`config.mk`:
```
export PLATFORM = sky130hd
export DESIGN_NAME = bcd_7_seg
export DESIGN_NICKNAME = d
export VERILOG_FILES = /design/src/rtl/bcd_7_seg.sv
export SDC_FILE = /design/constraint.sdc
export NUM_CORES = 1
export LEC_CHECK = 0
export CORE_AREA = 2 2 39 41
export CTS_CLUSTER_SIZE = 12
export DETAILED_ROUTE_END_ITERATION = 6
export DIE_AREA = 0 0 41 43
export SLEW_MARGIN = 20
export SYNTH_ARGS = -nofsm -noshare
export SYNTH_HDL_FRONTEND = slang
export SYNTH_SLANG_ARGS = --single-unit
```
`constraint.sdc`:
```
create_clock -name clk -period 1 [get_ports clk]
set_input_delay 0.2 -clock clk [delete_from_list [all_inputs] [get_ports clk]]
set_output_delay 0.2 -clock clk [all_outputs]
set_load 0.03 [all_outputs]
```
`src/rtl/bcd_7_seg.sv`:
```
// Registered BCD-to-seven-segment decoder with lamp-test, blanking and invalid-code flag.
// One-cycle latency, no flow control; define BCD_7_SEG_HEX_EN to show A-F glyphs for codes 10-15.
module bcd_7_seg #(
    parameter bit ACTIVE_LOW = 1'b0
) (
    input  logic       clk,
    input  logic       rst,
    input  logic [3:0] bcd,
    input  logic       lamp_test,
    input  logic       blank,
    output logic [6:0] seg,
    output logic       invalid
);

    localparam logic [6:0] PAT_BLANK = 7'h00;
    localparam logic [6:0] PAT_ALL   = 7'h7F;
    localparam logic [6:0] POL_MASK  = ACTIVE_LOW ? 7'h7F : 7'h00;

    logic [6:0] digit_pat;
    logic [6:0] pattern;
    logic       code_bad;

    // Segment order is {a,b,c,d,e,f,g}, msb first.
    always_comb begin
        digit_pat = PAT_BLANK;
        case (bcd)
            4'd0:    digit_pat = 7'h7E;
            4'd1:    digit_pat = 7'h30;
            4'd2:    digit_pat = 7'h6D;
            4'd3:    digit_pat = 7'h79;
            4'd4:    digit_pat = 7'h33;
            4'd5:    digit_pat = 7'h5B;
            4'd6:    digit_pat = 7'h5F;
            4'd7:    digit_pat = 7'h70;
            4'd8:    digit_pat = 7'h7F;
            4'd9:    digit_pat = 7'h7B;
`ifdef BCD_7_SEG_HEX_EN
            4'd10:   digit_pat = 7'h77;
            4'd11:   digit_pat = 7'h1F;
            4'd12:   digit_pat = 7'h4E;
            4'd13:   digit_pat = 7'h3D;
            4'd14:   digit_pat = 7'h4F;
            4'd15:   digit_pat = 7'h47;
`endif
            default: digit_pat = PAT_BLANK;
        endcase
    end

    always_comb begin
        code_bad = (bcd > 4'd9);
        if (lamp_test) begin
            pattern = PAT_ALL;
        end else if (blank) begin
            pattern = PAT_BLANK;
        end else begin
            pattern = digit_pat;
        end
    end

    // Polarity is applied at the register so reset lands on the panel's "off" level.
    always_ff @(posedge clk) begin
        if (rst) begin
            seg     <= PAT_BLANK ^ POL_MASK;
            invalid <= 1'b0;
        end else begin
            seg     <= pattern ^ POL_MASK;
            invalid <= code_bad;
        end
    end

endmodule

```
==> results of run 1 <==
## flip-flops by register name, summed over array words and instances, names as in the netlist
signal   count
seg          7
invalid      1
## worst max path at each step
stage / end / slack (ns) / depth (start not counted)
5_1_grt: seg[0] / 0.05 / 1
6_report: seg[0] / 0.08 / 4
2_1_floorplan: seg[6] / 0.03 / 4
3_5_place_dp: seg[3] / -0.57 / 5
3_3_place_gp: seg[6] / -0.53 / 5
4_1_cts: seg[6] / 0.009 / 5
## stage by stage
stage                     utilization, %  std cells  TNS, ns  power, mW  instance area [um2]
final                              45.93         81        0     0.8131                635.6
after global routing               45.93         81        0     0.8692                635.6
after CTS                          45.93         81        0     0.8176                635.6
after detailed placement           42.86         78   -3.936     0.5710                593.1
after global placement             42.86         78   -3.758     0.5703                593.1
after floorplan                        -         44        0     0.4760                420.4
## report_power, final
group          switching [mW]  internal [mW]  total [mW]  leakage [nW]
Clock                   0.100          0.137       0.237        0.0138
Sequential            0.00579          0.343       0.348        0.0669
Combinational           0.128         0.0999       0.228         0.211
Total                   0.234          0.579       0.813         0.292
## logic make-up (layout without fill, tap and decap cells)
kind of cell             after synthesis  in the layout  share of synthesized area [%]
buffers and inverters                  7             28                          8.035
AND/OR/NAND/NOR                        7              7                          8.630
AO/OA/AOI/OAI                         16             16                          26.78
flip-flops                             8              8                          38.09
multiplexers                           1              1                          3.570
adder cells (fa/ha/maj)                5              5                          14.88
## timing repair
action                                  in CTS  in global routing
pin swaps                                    1                  2
endpoints found under the setup margin       8                  7
cloned                                       0                  0
resized for setup                           16                  7
## area by class of cell
cell class              count  area, um2  area share [%]
inverters                   5      18.77           2.953
clock buffers               3      22.52           3.543
well taps                  16      20.02           3.150
flip-flops and latches      8      160.2           25.20
repair buffers             20      153.9           24.21
multi-input cells          29      260.3           40.94
## per-layer routing
layer  global-route usage (%)  up-vias
met5                        0        -
met4                    8.000        0
met3                    1.571        0
met2                    16.25       10
met1                    14.42      157
li1                         -      195
## cell usage after synthesis
master                     n
sky130_fd_sc_hd__ha_1      5
sky130_fd_sc_hd__nand2_1   1
sky130_fd_sc_hd__clkbuf_1  1
sky130_fd_sc_hd__buf_6     1
sky130_fd_sc_hd__a211oi_1  3
sky130_fd_sc_hd__and3b_1   1
sky130_fd_sc_hd__o21ai_2   1
sky130_fd_sc_hd__a21oi_2   1
sky130_fd_sc_hd__nor2b_1   2
sky130_fd_sc_hd__mux2_4    1
sky130_fd_sc_hd__a311oi_2  1
sky130_fd_sc_hd__nor2_1    3
sky130_fd_sc_hd__o21ai_0   5
sky130_fd_sc_hd__a21oi_1   4
sky130_fd_sc_hd__dfxtp_1   8
sky130_fd_sc_hd__a211oi_2  1
sky130_fd_sc_hd__inv_1     5
==> metrics.cfg, run 1 <==
[run_status]
status = finished, final reports clean

[power]
cellPowerDensity_nw_per_um2 = 1279
static-leakage-power_nw = 0.2916
ir_drop_uv = 304.5

[clocking]
cts.clk_slew.worst_paths_ns = 0.05
clock_root_buffer = sky130_fd_sc_hd__clkbuf_4
tritoncts = yes
total_number_of_h_tree_levels = 1
buffer_depth_of_the_longest_clock_path = 2
cts_inserted_buffers = 3
clkSinkCount = 8
cts_post_setup_buffers_inserted = 0
postCtsHoldBufs = 0

[route]
route.vias.total = 362
drt_pass_1_iters = 3
met3_routed_wl_um = 43
wl_met2_um = 412
wirelength_um = 836
drt_iter0_markers = 4
routed_via_density = 4.469
dr.max_layer_used = met3
antenna_violating_nets_post_route = 0
route.layer.met1.wl_um = 380
route.detailed.drc = 0
average_wire_per_standard_cell_um = 10.32

[setup_path]
worstSetupEndpointType = flip-flop
cp_cell_sequence = clkdlybuf4s50_1 > inv_1 > a21oi_4 > a211oi_1
slowest_cell_on_crit_path = sky130_fd_sc_hd__clkdlybuf4s50_1
critical_path_peak_fanout = 5
critical_path.max_stage_delay_ns = 0.48
critPathKind = in2reg
cp-start-kind = input pin
worst_ep_required_time_ns = 1.12
critPathLaunch = blank
cp_num_buf_inv = 2
critPathArrivalTime_ns = 1.04
path_delay_family = buffers and inverters

[die]
io_pins = 16
initial_utilization_pct = 30.38
design.die.area_um2 = 1763
dieWidth_um = 41
die_ht_um = 43
rows = 14
design.core.area_um2 = 1384

[place]
post_placement_setup_slack_ns = -0.5702
port_buffers = 15
dp.final_hpwl_um = 661.8
gp_routability_congestion = 0.7580

[cells_and_area]
flow.area_growth_from_synthesis_pct = 51.19
fillers = 147
layout.cells.most_common_list = sky130_fd_sc_hd__buf_4, sky130_fd_sc_hd__dfxtp_1
diodes = 0
fraction_of_layout_cells_with_a_size_suffix_above_1_pct = 47.69
design.final.nets = 80
layout.cells.most_common = sky130_fd_sc_hd__buf_4

[min_path]
worst_hold_path_startpoint = bcd[2]
min-delay-path-class = in2reg
min_path_cells = 4
hold_path_end = seg[1]

[global_routing]
grt_max_degree = 9
first_global_vias = 338
groute.usage.overall_pct = 11.23
total_overflow_reported_by_the_global_router = 0
grt_first_pass_wirelength_um = 1359
grt_antenna_before_repair = 0

[synthesis]
synthCells = 44
syn_area_per_cell_um2 = 9.555
yosys.area.top_type_share_pct = 38.10
post-synth-top-area-cell = sky130_fd_sc_hd__dfxtp_1
synth_fp_nets = 57
synth_seq_area_share_pct = 38.10
ys_types = 17
mappedNetlistArea_um2 = 420.4
synth.yosys.warnings = 0
netlist_top_cells_area = sky130_fd_sc_hd__dfxtp_1, sky130_fd_sc_hd__ha_1, sky130_fd_sc_hd__o21ai_0
ys_ff_latch = 8

[timing]
clock.fmax_mhz = 1084
worst_pin_slew_ns = 0.3079
slew_headroom_pct = 79.41
timing.final.hold_violations = 0
fin_crit_share_pct = 92.25
grt_setup_unrepaired = false
final.hold.worst_slack_ns = 0.4019
setup_violating_endpoint_count_in_the_final_report = 0
final_period_minus_worst_setup_slack_ns = 0.9225
slew_violations = 0
fin_ws_ns = 0.07746

[job]
maxCapViolations = 0

Note: power is estimated with default switching activity, not from simulation.
==> inputs of run 2 (changes only) <==
TNS_END_PERCENT = 50   (was not set)
==> results of run 2 <==
No change in the layout: final DEF, timing and power equal those of run 1.
